[src/rtl/mem_bus_ctrl.sv]
// rtl/mem_bus_ctrl.sv - M-stage load/store to single-outstanding bus bridge
// Optional BUS_TIMEOUT_EN: 8-bit WAIT watchdog that completes the access with BusErr.
module mem_bus_ctrl (
  input  logic        clk,
  input  logic        reset,
  input  logic        Req_M,
  input  logic        WE_M,
  input  logic [31:0] Addr_M,
  input  logic [3:0]  Be_M,
  input  logic [31:0] WData_M,
  output logic        Stall,
  output logic [31:0] RData,
  output logic        RValid,
  output logic        bus_req,
  output logic        bus_we,
  output logic [31:0] bus_addr,
  output logic [3:0]  bus_be,
  output logic [31:0] bus_wdata,
  input  logic        bus_ack,
  input  logic [31:0] bus_rdata,
  output logic        BusErr
);

  typedef enum logic [1:0] {S_IDLE, S_WAIT, S_DONE} state_t;

  state_t      r_state;
  state_t      w_next;
  logic        w_issue;
  logic        w_timeout;
  logic        r_we;
  logic [31:0] r_addr;
  logic [3:0]  r_be;
  logic [31:0] r_wdata;
  logic [31:0] r_rdata;
  logic        w_unused_addr;

  // Sub-word offset is carried by the byte enables, not the bus address.
  assign w_unused_addr = ^Addr_M[1:0];
  assign RData         = r_rdata;

  always_ff @(posedge clk or posedge reset) begin
    if (reset) r_state <= S_IDLE;
    else       r_state <= w_next;
  end

  always_comb begin
    w_next    = r_state;
    w_issue   = 1'b0;
    Stall     = 1'b0;
    RValid    = 1'b0;
    bus_req   = 1'b0;
    bus_we    = 1'b0;
    bus_addr  = 32'd0;
    bus_be    = 4'd0;
    bus_wdata = 32'd0;
    case (r_state)
      S_IDLE: begin
        if (Req_M && (Be_M != 4'd0)) begin
          w_issue = 1'b1;
          Stall   = 1'b1;
          w_next  = S_WAIT;
        end
      end
      S_WAIT: begin
        Stall     = 1'b1;
        bus_req   = 1'b1;
        bus_we    = r_we;
        bus_addr  = r_addr;
        bus_be    = r_be;
        bus_wdata = r_wdata;
        if (bus_ack || w_timeout) w_next = S_DONE;
      end
      S_DONE: begin
        RValid = !r_we;
        w_next = S_IDLE;
      end
      default: w_next = S_IDLE;
    endcase
    // State is already IDLE under reset, but Req_M could still raise Stall.
    if (reset) Stall = 1'b0;
  end

  always_ff @(posedge clk or posedge reset) begin
    if (reset) begin
      r_we    <= 1'b0;
      r_addr  <= 32'd0;
      r_be    <= 4'd0;
      r_wdata <= 32'd0;
      r_rdata <= 32'd0;
    end else begin
      if (w_issue) begin
        r_we    <= WE_M;
        r_addr  <= {Addr_M[31:2], 2'b00};
        r_be    <= Be_M;
        r_wdata <= WData_M;
      end
      if (r_state == S_WAIT && !r_we) begin
        if (bus_ack)        r_rdata <= bus_rdata;
        else if (w_timeout) r_rdata <= 32'd0;
      end
    end
  end

`ifdef BUS_TIMEOUT_EN
  logic [7:0] r_cnt;
  logic       r_err;

  // The 255th WAIT cycle without ack is the last one; ack in that cycle wins.
  assign w_timeout = (r_state == S_WAIT) && !bus_ack && (r_cnt == 8'd254);
  assign BusErr    = (r_state == S_DONE) && r_err;

  always_ff @(posedge clk or posedge reset) begin
    if (reset) begin
      r_cnt <= 8'd0;
      r_err <= 1'b0;
    end else begin
      if (w_issue)                                r_cnt <= 8'd0;
      else if (r_state == S_WAIT && !bus_ack)     r_cnt <= r_cnt + 8'd1;
      r_err <= w_timeout;
    end
  end
`else
  assign w_timeout = 1'b0;
  assign BusErr    = 1'b0;
`endif

endmodule

[config.mk]
export PLATFORM = sky130hd
export DESIGN_NAME = mem_bus_ctrl
export DESIGN_NICKNAME = d
export VERILOG_FILES = /design/src/rtl/mem_bus_ctrl.sv
export SDC_FILE = /design/constraint.sdc
export NUM_CORES = 1
export LEC_CHECK = 0
export ABC_AREA = 1
export CORE_MARGIN = 5
export CORE_UTILIZATION = 35
export CTS_BUF_LIST = sky130_fd_sc_hd__clkbuf_8
export CTS_CLUSTER_DIAMETER = 100
export CTS_CLUSTER_SIZE = 14
export DETAILED_ROUTE_END_ITERATION = 8
export PLACE_DENSITY = 0.72
export SETUP_SLACK_MARGIN = 0.05
export SYNTH_ARGS = -nofsm -noshare
export SYNTH_HDL_FRONTEND = slang
export SYNTH_SLANG_ARGS = --single-unit
[constraint.sdc]
create_clock -name clk -period 3 [get_ports clk]
set_clock_uncertainty 0.05 [all_clocks]
set_input_delay 0.45 -clock clk [delete_from_list [all_inputs] [get_ports clk]]
set_output_delay 0.45 -clock clk [all_outputs]
set_load 0.1 [all_outputs]
* Word level (Yosys, flattened, before mapping)
Cells that the tools add are included.
** Storage, ports and cells
- Bits of input ports :: 105
- Memory bits (read-only) :: 0
- Bits in latches :: 0
- Memory bits (writable) :: 0
- Memories kept :: 0
- Word-level logic and storage cells :: 30
- Output and inout bits :: 105
- Register bits :: 101
** Operators by class
- Div/mod/pow operators :: 0
- Bitwise gates (word level) :: 0
- Shift operators :: 0
- Multiplexer cells :: 13
- Reduce and logical (&&, ||, !) cells :: 7
- Multiply operators :: 0
- Equal/unequal tests :: 4
- Order comparisons :: 0
- Add/sub/neg operators :: 0
** Operator list (count)
- $mux 32 :: 2
- $mux 1 :: 6
- $mux 2 :: 2
- $mux 4 :: 1
- $ne 2x2->1 const B :: 2
- $pmux 2 s2 :: 1
- $reduce_and 2->1 :: 2
- $reduce_bool 4->1 :: 1
- $eq 2x1->1 const B :: 1
- $eq 2x2->1 const B :: 1
- $logic_and 1x1->1 :: 2
- $logic_not 2->1 :: 1
- $pmux 1 s2 :: 1
- $logic_not 1->1 :: 1

* Logic depth before layout (Yosys ltp)
Gate-level depths: netlist of run 1.
- Word-level depth :: 5
- Gate-level depth with buffers :: 8
- Mapped depth without buffers :: 6

* Least setup slack after synthesis of run 1
No wires, ideal clock.
- Path kind :: flip-flop to output port
- Start :: register r_state[0]
- End :: output RValid
- Data required time :: 2.500 ns
- Data arrival time :: 2.476 ns
- Path slack :: 0.024 ns
- Stages on the path, launching flop included :: 2
- Path buffers :: 0
- Cells stage by stage :: dfrtp_1 nor3_1
** On the way
- Longest elaborated chain between the ends :: 2
** Ends and longest elaborated chain
- start, declared :: line 26 : state_t r_state;
- start signal, assigned :: line 43 : else r_state <= w_next;
- $eq 2x2->1 :: line 56 : case (r_state)
- $mux 1 :: line 56
- end, declared :: line 13 : output logic RValid,
Every way passes these cells.

* Worst setup path in the final report of run 1
- Start :: register r_state[1]
- End :: output bus_addr[28]
** On the way
- Longest elaborated chain between the ends :: 2
** Ends and longest elaborated chain
- $eq 2x1->1 :: line 56
- $mux 32 :: line 56
- end, declared :: line 16 : output logic [31:0] bus_addr,
Every way passes these cells.

==> results.md, run 1 <==
* Status: complete, no violations
* DR WL/cell at 14.0 µm
* Clk_lat worst skew at 0.35 ns
* CP required at 2.50 ns
* CP most frequent cell: buf_12
* Peak supply drop at 0.597 mV
* Pre-CTS setup slack at between 0.7 and 0.8 ns
* CTS sink cnt at about 100
* Switching part of the total at 56.6%
* Combinational cell fraction of total power at roughly two thirds
* Postcts setup bufs at 0
* Vias in the first global route at 4,349
* Most used DFF post-synth: dfrtp_1
* Pin count of the biggest net entering global routing at 69
* Die Wd at 124 µm
* CP bufs+invs at 3
* Final nets at around 900
* IO buf count at 204
* Worst Hold Path EP: RData[4]
* Share of cells above drive strength 1 at 17.0%
* Pint at a little under 4 mW
* H-tree levels at 3
* Dpl cell area at about 0.0073 mm²
* Lkg Pwr at 3.82 nW
* Grt ovf at 0
* Initial antenna violation count at 0
* Reg-to-reg endpoint: RData[30]
* Number of CTS-inserted buffers at 9
* Hold buffer count at cts at 0
* CP arrival at 1.92 ns
* Max-cap violations at 0
* Final Max Slew Viols at 0
* CTS tree: done
* Placed cell count at 937
* Mapped cell area at 0.00457 mm²
* Min-delay worst type: reg2reg
* Worst R2R Setup Slack at 0.91 ns
* Worst Tran Pin Value at 1.03 ns
* Relative slew slack at about a third
* Initial DRC count at 203
* Hold depth at 2
* Fin. Hold Viols at 0
* DP HPWL at 9840 µm
* Non-filler instance count after layout at 950
* Share of power burned in the clock network at just under 9%
* Post-synth EDFFs at 0
* Initial DRT Pass Iterations at 4
* Rows at 41
* Design Area, Final at 0.00752 mm²
* Hold Startpoint: RData[4]
* First-pass GRT wire length at 22,400 µm
* Total track usage at around 18%
* I/O pin count at 210
* Core ar. at 0.0127 mm²
* Setup TNS at 0 ns
* Crit path max-delay family: buffers and inverters
* Die height at roughly 120 µm
* Final WL at around 13,000 µm
* Starting density of the core at 35.9%
* Root Driver: clkbuf_8
* Routability Congestion at 0.842
* Crit. End Element: output pin
* Max Fanout on Critical Path at 47
* Synth warnings at 0
* Vias post-DR at 4,308
* Final WS setup at 0.582 ns
* Worst-path clk slew at 0.09 ns
* Total power at approximately 9 mW
* Clock buffer depth at 2
* Vias per Instance at 4.53
* P_sw at around 5.1 mW
* CP max stage cell: dfrtp_1
* Library cells used by synthesis at 19
* Max Clock Freq at 414 MHz
* Residual DRC at 0
* Final min period at 2.42 ns
* Reg2reg start: r_state[1]
* Die ar. at 0.0154 mm²
* Sequential share of the synthesized area at a little under three fifths
* Post-Syn Area per Cell at slightly below 8 µm²
* Mapped Cells at a little under 600
* RSZ-0062 raised after global routing: false
* Post-cts sizing count at 0
* Layout area overhead at 64.5%
* Yosys reg bits at a little over 100
* Flop pwr share at 25.0%
* Reg2Reg Depth at 6
* Critical-path cell list: inv_2 -> nand2_2 -> buf_12 -> nor2_1 -> buf_12
* Final setup fails at 0
* ANT cells at 0
* Critical Setup Path Class: reg2out
* Pwr/cell area at 1200 mW/mm²
* Max incr delay on CP at around 0.38 ns
* Detail Route Antenna Nets at 0
* Period Utilization, post-route at 80.6%
* Post-synthesis async set-or-reset flop share at 100%
* Startpoint Class: flop
-- cells in the mapped netlist, types with 2 or more instances --
| cell | n | share of area [%] |
|---|---|---|
| inv_1 | 69 | 5.7 |
| nor2_1 | 69 | 5.7 |
| buf_6 | 2 | 0.49 |
| dfrtp_1 | 101 | 55 |
| clkbuf_1 | 10 | 0.82 |
| inv_2 | 3 | 0.25 |
| buf_1 | 4 | 0.33 |
| nand2_2 | 2 | 0.27 |
| nand2_1 | 203 | 17 |
| nand3_1 | 97 | 11 |
| buf_2 | 17 | 1.9 |
| buf_4 | 7 | 1.2 |
-- how the worst max path moves through the flow --
stage | cells past startpoint | start | slack [ns] | end
floorplan | 4 | r_state[1] | 0.48 | bus_addr[28]
CTS | 5 | r_state[1] | 0.53 | bus_addr[28]
detailed placement | 6 | bus_ack | 0.77 | RData[30]
finish | 5 | r_state[1] | 0.58 | bus_addr[28]
global placement | 6 | bus_ack | 0.85 | RData[5]
global route | 5 | r_state[1] | 0.44 | bus_addr[2]
-- registers in the layout, indices dropped and copies added (netlist names) --
name     cells
r_addr      30
r_we         1
r_be         4
r_state      2
r_wdata     32
RData       32
-- logic make-up (layout without fill, tap and decap cells) --
logic type / after synthesis / in the layout / synth area share, %
flops: 101 / 101 / 55.3
compound gates: 2 / 2 / 0.219
simple gates: 374 / 374 / 33.7
other cells: 1 / 3 / 0.0821
buf+inv: 113 / 298 / 10.7
-- stage by stage --
step | utilization [%] | hold WS, ns
6_report | 59.1 | 0.423
5_1_grt | 59.1 | 0.447
4_1_cts | 59.1 | 0.430
3_5_place_dp | 57.7 | 0.409
3_3_place_gp | 57.7 | 0.403
2_1_floorplan | - | 0.392
-- worst reg2reg max path, cell delays in order, from the launching register on --
cell	delay, ns
dfrtp_1	0.38
inv_2	0.08
nand2_2	0.31
nor2_4	0.19
nand2_1	0.61
nand2_1	0.25
nand2_1	0.09
-- power groups by stage --
stage | clock [mW] | sequential, mW | combinational (mW)
after floorplan | 0 | 3.67 | 2.73
after global placement | 0 | 2.24 | 5.96
after detailed placement | 0 | 2.27 | 6.02
after CTS | 0.822 | 2.25 | 6.02
after global routing | 0.878 | 2.32 | 6.27
final | 0.785 | 2.25 | 5.97
-- cell usage in the layout (no fill, tap or decap), types with 2 or more instances in the layout --
master           count
nand2_2              3
nand3_1             97
clkinvlp_4           2
clkdlybuf4s50_1    102
buf_4               38
nor2_4               2
inv_2                3
dfrtp_1            101
conb_1               3
nand2_1            202
clkbuf_8             9
nor2_1              69
buf_12              72
inv_1               70
-- layout make-up --
type	instances	area, µm²
Clock inverter	4	45.0
Tap cell	172	215
Timing Repair Buffer	212	2750
Clock buffer	9	124
Fill cell	1101	5210
Multi-Input combinational cell	379	1580
Sequential cell	101	2530
Inverter	73	278
-- per-layer routing --
| layer | track usage, % | share of wire (%) | vias to the layer above |
|---|---|---|---|
| met5 | 0 | 0 | - |
| met4 | 5.87 | 1.6 | 0 |
| met3 | 6.13 | 8.7 | 14 |
| met2 | 28.3 | 48 | 151 |
| met1 | 21.9 | 41 | 2008 |
| li1 | - | - | 2135 |
Note: power is estimated with default switching activity, not from simulation.
==> inputs of run 2 (changes only) <==
--- a/config.mk
+++ b/config.mk
@@ -12,7 +12,7 @@
 export CTS_CLUSTER_DIAMETER = 100
 export CTS_CLUSTER_SIZE = 14
 export DETAILED_ROUTE_END_ITERATION = 8
-export PLACE_DENSITY = 0.72
+export PLACE_DENSITY = 0.7
 export SETUP_SLACK_MARGIN = 0.05
 export SYNTH_ARGS = -nofsm -noshare
 export SYNTH_HDL_FRONTEND = slang
==> constraint.sdc (replaced) <==
create_clock -name clk -period 2.5 [get_ports clk]
set_clock_uncertainty 0.05 [all_clocks]
set_input_delay 0.375 -clock clk [delete_from_list [all_inputs] [get_ports clk]]
set_output_delay 0.375 -clock clk [all_outputs]
set_load 0.1 [all_outputs]
==> results.md, run 2 (same netlist as run 1, synthesis figures left out) <==
* Most frequent cells in the layout: 202 x nand2_1, 102 x clkdlybuf4s50_1, 101 x dfrtp_1, 97 x nand3_1, 73 x inv_1
* Vias in the first global route at 4,363
* DR WL/cell at 13.9 µm
* Final Max Slew Viols at 0
* Critical Setup Path Class: reg2out
* First-pass GRT wire length at approximately 22,000 µm
* Startpoint Class: flop
* CP most frequent cell: buf_12
* Initial antenna violation count at 0
* Worst Tran Pin Value at 0.699 ns
* Pre-CTS setup slack at 0.505 ns
* Crit. End Element: output pin
* Max Fanout on Critical Path at 71
* Pin count of the biggest net entering global routing at 72
* Grt ovf at 0
* Total track usage at ~17%
* CP max stage cell: dfrtp_1
* Rows at 41
* Hold Startpoint: r_addr[25]
* IO buf count at 204
* Peak supply drop at between 0.8 and 0.9 mV
* Die ar. at 0.0154 mm²
* DP HPWL at 9500 µm
* ANT cells at 0
* Post-cts sizing count at 0
* Core ar. at 0.0127 mm²
* Final nets at 883
* CP startpoint: r_state[1]
* Relative slew slack at 53.4%
* Setup TNS at 0 ns
* CTS sink cnt at 101
* H-tree levels at 3
* Non-filler instance count after layout at around 960
* Hold slack at approximately 0.42 ns
* Hold depth at 2
* Lkg Pwr at 3.83 nW
* Hold buffer count at cts at 0
* M1 wire length at 5330 µm
* I/O pin count at 210
* Top Metal Used: met4
* Period Utilization, post-route at 79.7%
* Max incr delay on CP at 0.38 ns
* Multi-input gate area at 0.00158 mm²
* Critical-path cell list: inv_2 -> nand2_2 -> buf_12 -> nor2_1 -> buf_12
* Root Driver: clkbuf_8
* FF/Latch Area at 0.00253 mm²
* Pwr/cell area at 1430 mW/mm²
* Residual DRC at 0
* Dpl cell area at 0.00735 mm²
* RSZ-0062 raised after global routing: false
* Placed cell count at 939
* Max Clock Freq at 502 MHz
* Met2 Routed Length at about 6400 µm
* Starting density of the core at 35.9%
* Final WS setup at 0.508 ns
* Final min period at 1.99 ns
* Commonest non-fill, non-tap cell in the layout: nand2_1
* CP required at around 2.1 ns
* CTS tree: done
* Routability Congestion at just under 0.8
* Layout area overhead at 64.2%
* CP arrival at 1.57 ns
* Vias per Instance at 4.56
* Reg2Reg Depth at 8
* Initial DRT Pass Iterations at 6
* Initial DRC count at 213
* Clock buffer depth at 2
* Min-delay worst type: reg2reg
* Wire length on met3 at 1270 µm
* Reg2reg start: r_state[1]
* Postcts setup bufs at 0
* Number of CTS-inserted buffers at 9
* Vias post-DR at 4,358
* Design Area, Final at 0.00750 mm²
* Detail Route Antenna Nets at 0
* Share of cells above drive strength 1 at 17.1%
* Fin. Hold Viols at 0
* Status: complete, no violations
* Worst-path clk slew at roughly 0.09 ns
* Final setup fails at 0
* Fillers at around 1,100
* Max-cap violations at 0
* Final WL at around 13,000 µm
* Clk_lat worst skew at 0.36 ns
* Die height at 124 µm
* Die Wd at 124 µm
-- run 2: cell count changes in the layout (fill, tap and decap cells not counted), sizes merged --
cell      previous run  this run
inv                 73        76
clkinv               1         3
buf                110       112
clkinvlp             2         1
bufinv               1         0
-- run 2: worst paths after layout --
| check | to | slack [ns] |
|---|---|---|
| worst max register to register | RData[18] | 0.80 |
| worst min register to register | r_addr[25] | 0.42 |
| worst min-delay path | r_addr[25] | 0.42 |
| min in group asynchronous | r_addr[3] | 0.48 |
| max in group asynchronous | r_wdata[31] | 1.60 |
| worst max-delay path | bus_wdata[21] | 0.51 |
-- run 2: final cells by class --
class,instances,share of cell area (%)
Sequential cell,101,33.7
Multi-Input combinational cell,379,21.0
Tap cell,172,2.87
Clock inverter,7,0.384
Timing Repair Buffer,214,36.7
Clock buffer,9,1.65
Inverter,73,3.70
-- run 2: power by group --
group          internal, mW  leakage (nW)  switching [mW]
logic                  1.94          2.48            5.22
registers              2.32          1.25           0.388
clock network         0.342        0.0992           0.523
total                  4.60          3.83            6.13
-- run 2: stage by stage --
step / utilization, % / total power [mW]
2_1_floorplan: - / 7.69
3_3_place_gp: 57.8 / 9.84
3_5_place_dp: 57.8 / 9.95
4_1_cts: 59.0 / 10.8
5_1_grt: 59.0 / 11.3
6_report: 59.0 / 10.7
-- run 2: metal layers --
layer  global-route usage, %  up-vias
met5                       0        -
met4                    6.25        0
met3                    6.69       15
met1                    20.1     2026
met2                    28.7      176
li1                        -     2141
-- run 2: worst max-delay path, delay by kind of cell (launching register included) --
family	cells	cell delay [ns]
buffers and inverters	3	0.50
flip-flops	1	0.38
AND/OR/NAND/NOR	2	0.29
